[src/rtl/cpu_defs.sv]
// Shared encodings for the MIPS-subset CPU: opcodes, funct codes, ALU ops,
// control FSM states, instruction classes and writeback selector codes.
package cpu_defs;

  localparam logic [5:0] OP_RTYPE = 6'h00;
  localparam logic [5:0] OP_J     = 6'h02;
  localparam logic [5:0] OP_JAL   = 6'h03;
  localparam logic [5:0] OP_BNE   = 6'h05;
  localparam logic [5:0] OP_ADDI  = 6'h08;
  localparam logic [5:0] OP_XORI  = 6'h0E;
  localparam logic [5:0] OP_LW    = 6'h23;
  localparam logic [5:0] OP_SW    = 6'h2B;

  localparam logic [5:0] FN_JR  = 6'h08;
  localparam logic [5:0] FN_ADD = 6'h20;
  localparam logic [5:0] FN_SUB = 6'h22;
  localparam logic [5:0] FN_SLT = 6'h2A;

  localparam logic [1:0] ALU_ADD = 2'd0;
  localparam logic [1:0] ALU_SUB = 2'd1;
  localparam logic [1:0] ALU_XOR = 2'd2;
  localparam logic [1:0] ALU_SLT = 2'd3;

  localparam logic [1:0] REGDST_RT  = 2'd0;
  localparam logic [1:0] REGDST_RD  = 2'd1;
  localparam logic [1:0] REGDST_R31 = 2'd2;

  localparam logic [1:0] WB_ALU = 2'd0;
  localparam logic [1:0] WB_MEM = 2'd1;
  localparam logic [1:0] WB_PC4 = 2'd2;

  typedef enum logic [3:0] {
    ST_FETCH   = 4'd0,
    ST_DECODE  = 4'd1,
    ST_EXEC    = 4'd2,
    ST_ALUWB   = 4'd3,
    ST_MEMADDR = 4'd4,
    ST_MEMRD   = 4'd5,
    ST_MEMWB   = 4'd6,
    ST_MEMWR   = 4'd7,
    ST_BRANCH  = 4'd8,
    ST_LINK    = 4'd9,
    ST_JREG    = 4'd10,
    ST_TRAP    = 4'd11
  } state_t;

  typedef enum logic [3:0] {
    CL_ILL   = 4'd0,
    CL_J     = 4'd1,
    CL_JAL   = 4'd2,
    CL_BNE   = 4'd3,
    CL_LW    = 4'd4,
    CL_SW    = 4'd5,
    CL_ALU_R = 4'd6,
    CL_ALU_I = 4'd7,
    CL_JR    = 4'd8
  } iclass_t;

endpackage

[src/rtl/ctrl_decode.sv]
// Combinational instruction classifier: opcode/funct to instruction class
// and the ALU operation the execute step should request.
module ctrl_decode
  import cpu_defs::*;
(
  input  logic [5:0] opcode_i,
  input  logic [5:0] funct_i,
  output iclass_t    iclass_o,
  output logic [1:0] alu_op_o
);

  always_comb begin
    iclass_o = CL_ILL;
    alu_op_o = ALU_ADD;
    case (opcode_i)
      OP_J:    iclass_o = CL_J;
      OP_JAL:  iclass_o = CL_JAL;
      OP_BNE: begin
        iclass_o = CL_BNE;
        alu_op_o = ALU_SUB;
      end
      OP_LW:   iclass_o = CL_LW;
      OP_SW:   iclass_o = CL_SW;
      OP_ADDI: iclass_o = CL_ALU_I;
      OP_XORI: begin
        iclass_o = CL_ALU_I;
        alu_op_o = ALU_XOR;
      end
      OP_RTYPE: begin
        case (funct_i)
          FN_ADD: iclass_o = CL_ALU_R;
          FN_SUB: begin
            iclass_o = CL_ALU_R;
            alu_op_o = ALU_SUB;
          end
          FN_SLT: begin
            iclass_o = CL_ALU_R;
            alu_op_o = ALU_SLT;
          end
          FN_JR:   iclass_o = CL_JR;
          default: iclass_o = CL_ILL;
        endcase
      end
      default: iclass_o = CL_ILL;
    endcase
  end

endmodule

[src/rtl/mc_ctrl.sv]
// Multicycle control FSM: sequences fetch, decode, execute, memory and
// writeback steps and drives every datapath enable from the current state.
module mc_ctrl
  import cpu_defs::*;
(
  input  logic        clk,
  input  logic        reset,
  input  logic [5:0]  opcode,
  input  logic [5:0]  funct,
  input  logic        zero,
  input  logic        imem_ready,
  input  logic        dmem_ready,
  output logic        imem_req,
  output logic        ir_write,
  output logic        write_pc,
  output logic        is_branch,
  output logic        is_jump,
  output logic        pc_from_reg,
  output logic        reg_write,
  output logic [1:0]  reg_dst,
  output logic [1:0]  wb_sel,
  output logic        alu_src,
  output logic [1:0]  alu_op,
  output logic        dmem_read,
  output logic        dmem_write,
  output logic        halted,
  output logic [31:0] retired
);

  state_t      state_q, state_d;
  logic [31:0] retired_q, retired_d;
  iclass_t     iclass;
  logic [1:0]  dec_alu_op;

  ctrl_decode u_decode (
    .opcode_i (opcode),
    .funct_i  (funct),
    .iclass_o (iclass),
    .alu_op_o (dec_alu_op)
  );

  always_comb begin
    state_d     = state_q;
    imem_req    = 1'b0;
    ir_write    = 1'b0;
    write_pc    = 1'b0;
    is_branch   = 1'b0;
    is_jump     = 1'b0;
    pc_from_reg = 1'b0;
    reg_write   = 1'b0;
    reg_dst     = REGDST_RT;
    wb_sel      = WB_ALU;
    alu_src     = 1'b0;
    alu_op      = ALU_ADD;
    dmem_read   = 1'b0;
    dmem_write  = 1'b0;
    case (state_q)
      ST_FETCH: begin
        imem_req = 1'b1;
        if (imem_ready) begin
          ir_write = 1'b1;
          state_d  = ST_DECODE;
        end
      end
      ST_DECODE: begin
        case (iclass)
          CL_J: begin
            write_pc = 1'b1;
            is_jump  = 1'b1;
            state_d  = ST_FETCH;
          end
          CL_JAL:            state_d = ST_LINK;
          CL_BNE:            state_d = ST_BRANCH;
          CL_LW, CL_SW:      state_d = ST_MEMADDR;
          CL_ALU_R, CL_ALU_I: state_d = ST_EXEC;
          CL_JR:             state_d = ST_JREG;
          default:           state_d = ST_TRAP;
        endcase
      end
      ST_EXEC: begin
        alu_src = (iclass == CL_ALU_I);
        alu_op  = dec_alu_op;
        state_d = ST_ALUWB;
      end
      ST_ALUWB: begin
        reg_write = 1'b1;
        reg_dst   = (iclass == CL_ALU_R) ? REGDST_RD : REGDST_RT;
        wb_sel    = WB_ALU;
        write_pc  = 1'b1;
        state_d   = ST_FETCH;
      end
      ST_MEMADDR: begin
        alu_src = 1'b1;
        alu_op  = ALU_ADD;
        state_d = (iclass == CL_LW) ? ST_MEMRD : ST_MEMWR;
      end
      ST_MEMRD: begin
        dmem_read = 1'b1;
        if (dmem_ready) state_d = ST_MEMWB;
      end
      ST_MEMWB: begin
        reg_write = 1'b1;
        reg_dst   = REGDST_RT;
        wb_sel    = WB_MEM;
        write_pc  = 1'b1;
        state_d   = ST_FETCH;
      end
      ST_MEMWR: begin
        dmem_write = 1'b1;
        if (dmem_ready) begin
          write_pc = 1'b1;
          state_d  = ST_FETCH;
        end
      end
      ST_BRANCH: begin
        alu_op    = ALU_SUB;
        write_pc  = 1'b1;
        is_branch = ~zero;
        state_d   = ST_FETCH;
      end
      ST_LINK: begin
        reg_write = 1'b1;
        reg_dst   = REGDST_R31;
        wb_sel    = WB_PC4;
        write_pc  = 1'b1;
        is_jump   = 1'b1;
        state_d   = ST_FETCH;
      end
      ST_JREG: begin
        write_pc    = 1'b1;
        pc_from_reg = 1'b1;
        state_d     = ST_FETCH;
      end
      ST_TRAP: state_d = ST_TRAP;
      default: state_d = ST_FETCH;
    endcase
  end

  // Every retirement is marked by exactly one write_pc cycle.
  assign retired_d = write_pc ? retired_q + 32'd1 : retired_q;

  always_ff @(posedge clk or posedge reset) begin
    if (reset) begin
      state_q   <= ST_FETCH;
      retired_q <= 32'd0;
    end else begin
      state_q   <= state_d;
      retired_q <= retired_d;
    end
  end

  assign halted  = (state_q == ST_TRAP);
  assign retired = retired_q;

endmodule

[config.mk]
export PLATFORM = sky130hd
export DESIGN_NAME = mc_ctrl
export DESIGN_NICKNAME = d
export VERILOG_FILES = /design/src/rtl/cpu_defs.sv /design/src/rtl/ctrl_decode.sv /design/src/rtl/mc_ctrl.sv
export SDC_FILE = /design/constraint.sdc
export NUM_CORES = 1
export LEC_CHECK = 0
export ABC_AREA = 1
export BUFFER_PORTS_ARGS = -buffer_cell sky130_fd_sc_hd__buf_4
export CAP_MARGIN = 0
export CORE_ASPECT_RATIO = 0.9
export CORE_MARGIN = 1.5
export CORE_UTILIZATION = 48
export DETAILED_ROUTE_END_ITERATION = 7
export PLACE_DENSITY_LB_ADDON = 0.08
export SETUP_SLACK_MARGIN = 0.2
export SYNTH_ARGS = -nofsm -noshare
export SYNTH_HDL_FRONTEND = slang
export SYNTH_SLANG_ARGS = --single-unit
export TNS_END_PERCENT = 50
[constraint.sdc]
create_clock -name clk -period 1.3 [get_ports clk]
set_input_delay 0.13 -clock clk [delete_from_list [all_inputs] [get_ports clk]]
set_output_delay 0.13 -clock clk [all_outputs]
set_load 0.02 [all_outputs]
# --- After elaboration in Yosys (flattened, before gate mapping) ---
# Index checks and enable logic that the tools add are counted.
# W data, S select, Z words.
classes:
  n_mux: 27
  reduce_logical: 9
  n_eq_ne: 33
  add_sub_neg: 1
  bitwise: 1
ops:
  columns: ["op", "n"]
  rows:
  - ["$pmux W4 S7", 2]
  - ["$add A32 B1 Y32 const B", 1]
  - ["$eq A4 B3 Y1 const B", 8]
  - ["$eq A6 B6 Y1 const B", 5]
  - ["$pmux W4 S6", 1]
  - ["$eq A4 B4 Y1 const B", 5]
  - ["$eq A6 B4 Y1 const B", 3]
  - ["$eq A4 B2 Y1 const B", 4]
  - ["$pmux W2 S2", 4]
  - ["$eq A6 B2 Y1 const B", 2]
  - ["$mux W4", 3]
  - ["$mux W1", 11]
  - ["$eq A4 B1 Y1 const B", 2]
  - ["$pmux W4 S2", 1]
  - ["$eq A6 B3 Y1 const B", 1]
  - ["$logic_not A6 Y1", 1]
  - ["$ne A2 B2 Y1 const B", 3]
  - ["$pmux W2 S3", 1]
  - ["$reduce_or A2 Y1", 3]
  - ["$reduce_or A3 Y1", 2]
  - ["$reduce_or A5 Y1", 1]
  - ["$logic_not A4 Y1", 1]
  - ["$pmux W1 S2", 2]
  - ["$pmux W1 S3", 1]
  - ["other kinds (3)", 3]
totals:
  in_bits: 17
  elab_cells: 73
  output_inout_bits: 49
  register_bits: 36

# --- Longest topological paths before layout ---
logic_depth:
  ltp_word: 8
  ltp_mapped: 13
  depth_no_buf: 13

# --- By module ---
# A second synthesis with hierarchy kept.
hier_totals:
  hier_cells: 483
  area_unflattened_um2: 2869.0
by_module_without_submodules:
  columns: ["mod", "n_inst", "cells_each", "seq_area_each_um2", "area_each_um2"]
  rows:
  - ["mc_ctrl", 1, 427, 900.9, 2618.8]
  - ["ctrl_decode", 1, 56, 0.0, 250.2]

# --- Worst setup path before layout ---
# Ideal clock, no wire load.
synth_path:
  path_kind: "register to register"
  from: "reg retired_q[0] (netlist: retired[0])"
  to: "reg retired_q[28] (netlist: retired[28])"
  setup_time_ps: 120
  required_time_ps: 1180
  n_path_buf: 0
  path_stages_with_launch: 11
  t_arrival_ps: 1468
  path_slack_ps: -288
  period_less_slack_ps: 1588
  path_cell_list: "dfrtp_1 > ha_1 > nand2_2 > inv_2 > nand2_2 > nor2_2 > nand2_1 > nor3_2 > nand2_1 > o21ai_1 > nand2_1"
synth_between:
  elab_chain_cells: 1
synth_lines:
  columns: ["item", "line_no", "text"]
  rows:
  - ["start: declaration", "mc_ctrl.sv:31", "logic [31:0] retired_q, retired_d;"]
  - ["start signal: assignment", "mc_ctrl.sv:148", "retired_q <= retired_d;"]
  - ["$add A32 B1 Y32", "mc_ctrl.sv:140", "assign retired_d = write_pc ? retired_q + 32'd1 : retired_q;"]
# Every way passes these cells.
# A chain may end at the register's enable or synchronous reset.

# --- Worst setup path in the final report ---
layout_path:
  from: "reg state_q[0]"
  to: "reg retired_q[4] (netlist: retired[4])"
layout_between:
  elab_chain_cells: 3
  elab_cells_between_ends: 9
  cone_classes: "7 x eq/ne; 1 x mux; 1 x reduce/logical"
layout_lines:
  columns: ["item", "line_no", "text"]
  rows:
  - ["start: declaration", "mc_ctrl.sv:30", "state_t state_q, state_d;"]
  - ["start signal: assignment", "mc_ctrl.sv:147", "state_q <= state_d;"]
  - ["$eq A4 B4 Y1, or another cell as far along", "mc_ctrl.sv:57", "case (state_q)"]
  - ["$reduce_or A5 Y1 (no line)", null, null]
  - ["$pmux W1 S3 *", "mc_ctrl.sv:57", null]
# Every way passes the cells marked *; elsewhere a longest branch is shown, timed or not.

==> metrics.csv <==
stage,metric,value,unit
cts,numCtsBuffers,5,
drt,drtPass1Iterations,8,
synth,synth_top_area_cell,dfrtp_1,
cts,cts_buffer_depth,2,
floorplanning,die_w,79.2,um
sta,layout_setup_ws,-0.752,ns
cts,h-tree-depth,2,
worst_setup_path,cp_max_fo,7,
power_and_ir_drop,powerDensity,1790,mW/mm2
synth,async_flop_share,100,%
worst_setup_path,critical_path.cell_chain,inv_2 > nor2_1 > inv_2 > nor2_4 > nand2_1 > nand2_2 > buf_12 > buf_12 > nand2_4 > nor2_1 > nand2_1 > nand2_1,
global_route,antenna_found_initial,0,
sta,setup_viol,53,
sta,period_needed,2.05,ns
worst_hold_path,min_path_cells,4,
worst_setup_path,required,1.52,ns
drt,via_per_inst,6.55,
synth,ys_ff_latch,36,
synth,synth_edf_count,0,
worst_setup_path,cp_slowest_cell,dfrtp_1,
placed_design,placed_cell_area,0.00390,mm2
floorplanning,coreArea,0.00495,mm2
worst_setup_path,critPathBufInv,4,
power_and_ir_drop,internal_power,0.00455,W
worst_setup_path,end_kind,flip-flop,
synth,synth-seq-area-share,35.9,%
power_and_ir_drop,pwr-share-comb,68.9,%
global_route,grt_usage,39.1,%
sta,timing.fmax,0.487,GHz
sta,hold_violations,0,
sta,worst_pin_slew,0.498,ns
worst_setup_path,worst-path-stages,12,
worst_setup_path,critPathLaunchType,flip-flop,
cts,clock-sinks,36,
sta,slew_headroom,66.8,%
worst_setup_path,crit_arrival,2.27,ns
finish,finalNonFillerCells,617,
worst_setup_path,cpPeakStageDelay,0.46,ns
job,drv_cap,0,
power_and_ir_drop,ir_drop,1.79,mV
run_status,status,"complete, but fails checks",
sta,skew,0.0167,ns
worst_setup_path,path_class,reg -> reg,
global_route,grt_pass1_wl,16900,um
power_and_ir_drop,clock_power_share,10.5,%
placed_design,dpl.hpwl,6160,um
synth,synth_common_cells,"100 x nand2_1, 52 x inv_1, 48 x nor2_1",
synth,yosysWarnings,0,
floorplanning,num_rows,24,
finish,fillerInstances,102,
finish,synthToLayoutAreaGrowth,90.6,%
floorplanning,initial_utilization,50.7,%
drt,wl,15200,um
placed_design,preCtsSetupSlack,-0.330,ns
run_status,violations,negative setup slack,
worst_setup_path,rr_worst_depth,12,
synth,avgSynthCellArea,6.88,um2
cts,clkTransAtPathRegs,0.08,ns
global_route,grt_pass1_vias,3476,
power_and_ir_drop,p_total,0.00855,W
cts,cts_tree,built,
floorplanning,num_io_pins,66,
drt,wl_per_cell,24.7,um
synth,synth_area_leaders,"dfrtp_1 36%, nand2_1 15%, inv_1 7.8%",
placed_design,io_buffer_count,65,
sta,drv_slew,0,
finish,fin_nets,569,
drt,vias,4044,
power_and_ir_drop,cellLeakagePower,2.43,nW
sta,rsz0062_at_grt,true,
placed_design,dp.cells,595,
synth,synthFlopType,dfrtp_1,
placed_design,gp_congestion,0.919,
worst_hold_path,hold_path.class,in -> reg,
finish,regArea,927,um2
power_and_ir_drop,p_seq_share,20.6,%
synth,synth_top_area_share,35.9,%
finish,drive_above_1_share,56.7,%
floorplanning,die_h,71.6,um
sta,final.period_utilization,158,%
worst_setup_path,critPathMostFrequentCell,nand2_1,
synth,syn_area,0.00251,mm2
synth,syn-num-nets,383,
finish,multi_input_area,0.00173,mm2
drt,drc_errors,0,
global_route,grt_max_degree,37,
cts,cts-root-buf,clkbuf_8,
finish,antenna_cells,0,
drt,first_iter_violations,671,
synth,yosysMostFrequentCell,nand2_1,
synth,syn-instance-count,365,
finish,final_area,0.00479,mm2
power_and_ir_drop,swShare,46.8,%
worst_setup_path,cpLargestDelayFamily,simple AND/OR/NAND/NOR gates,
drt,detail-route-antenna-nets,0,
synth,synth_cell_types,28,
floorplanning,dieArea,0.00568,mm2
global_route,grt_overflow,0,
power_and_ir_drop,switching_power,0.00400,W
cts,insertion_delay,0.30,ns
==> layer usage <==
| metal | GRT usage (%) | part of all wire [%] |
|---|---|---|
| met5 | 0 | 0 |
| met4 | 16.2 | 11 |
| met3 | 6.24 | 14 |
| met2 | 67.6 | 44 |
| met1 | 48.6 | 31 |
==> power groups by stage <==
stage	clock network (W)	logic [W]	registers, W
after floorplan	0	0.00161	0.00189
after global placement	0	0.00341	0.00164
after detailed placement	0	0.00350	0.00166
after CTS	0.000827	0.00470	0.00167
after global routing	0.000910	0.00597	0.00176
final	0.000894	0.00590	0.00176
==> path summary, 6_finish.rpt <==
path	startpoint	endpoint	slack, ns
max in group asynchronous	reset	retired[23]	0.37
max	state_q[0]	retired[4]	-0.75
min in group asynchronous	reset	retired[28]	0.55
min	dmem_ready	state_q[1]	0.20
min reg2reg	retired[11]	retired[11]	0.63
max reg2reg	state_q[0]	retired[4]	-0.75
==> layout by cell type, fill, tap and decap left out, types with 3 or more instances in the layout <==
cell,Yosys,layout
nand3_1,10,10
buf_4,2,113
nand4_1,18,18
nand2_1,100,66
inv_2,6,10
nor3_2,5,4
buf_6,3,61
nor2_4,1,6
nand2_4,0,13
dfrtp_1,36,15
o21ai_1,14,8
nand2_2,7,26
dfrtp_2,0,21
o21ai_2,0,12
xnor2_2,0,6
buf_8,0,4
nor2_2,8,13
nor4_1,4,3
xnor2_1,9,3
inv_1,52,47
nor3_1,7,6
xor2_1,16,15
clkbuf_8,0,6
nor2_1,48,38
==> final cells by class <==
cell class              count  area share, %
clock buffers               8           1.88
flip-flops and latches     36           19.4
well taps                  65           1.70
inverters                  59           4.89
repair buffers            184           36.1
multi-input cells         265           36.1
==> worst register-to-register path: stages, from the launching register on <==
cell and delay [ns]:
dfrtp_1 0.46, inv_2 0.08, nor2_1 0.19, inv_2 0.10, nor2_4 0.12, nand2_1 0.11
nand2_2 0.14, buf_12 0.14, buf_12 0.15, nand2_4 0.08, nor2_1 0.22, nand2_1 0.10
nand2_1 0.10
==> state kept, by name, summed over array words and instances, names as in the netlist <==
| signal | cells |
|---|---|
| state_q | 4 |
| retired | 32 |
==> cells by family after synthesis <==
| logic type | Yosys count | share of synthesized area, % |
|---|---|---|
| simple gates | 211 | 37.9 |
| buf+inv | 64 | 10.8 |
| flops | 36 | 35.9 |
| compound gates | 28 | 6.23 |
| xor+xnor | 25 | 8.72 |
| fa+ha+maj | 1 | 0.498 |
==> repair_timing <==
| item | CTS | global route |
|---|---|---|
| gates resized for setup | 109 | 62 |
| gates cloned | 2 | 1 |
| setup buffers | 6 | 4 |
| hold buffers | 1 | 0 |
| hold endpoints to repair | 36 | 0 |
| endpoints found under the setup margin | 77 | 76 |
| pin swaps | 17 | 10 |
==> through the flow <==
step / TNS [ns] / hold slack, ns / utilization (%)
after CTS: -16.35 / 0.108 / 90.5
after floorplan: -4.27 / 0.290 / -
after global placement: -7.46 / 0.264 / 78.7
final: -28.30 / 0.200 / 96.6
after detailed placement: -10.12 / 0.275 / 78.7
after global routing: -28.96 / 0.206 / 96.6
No activity file was read; power rests on OpenSTA's default activity.
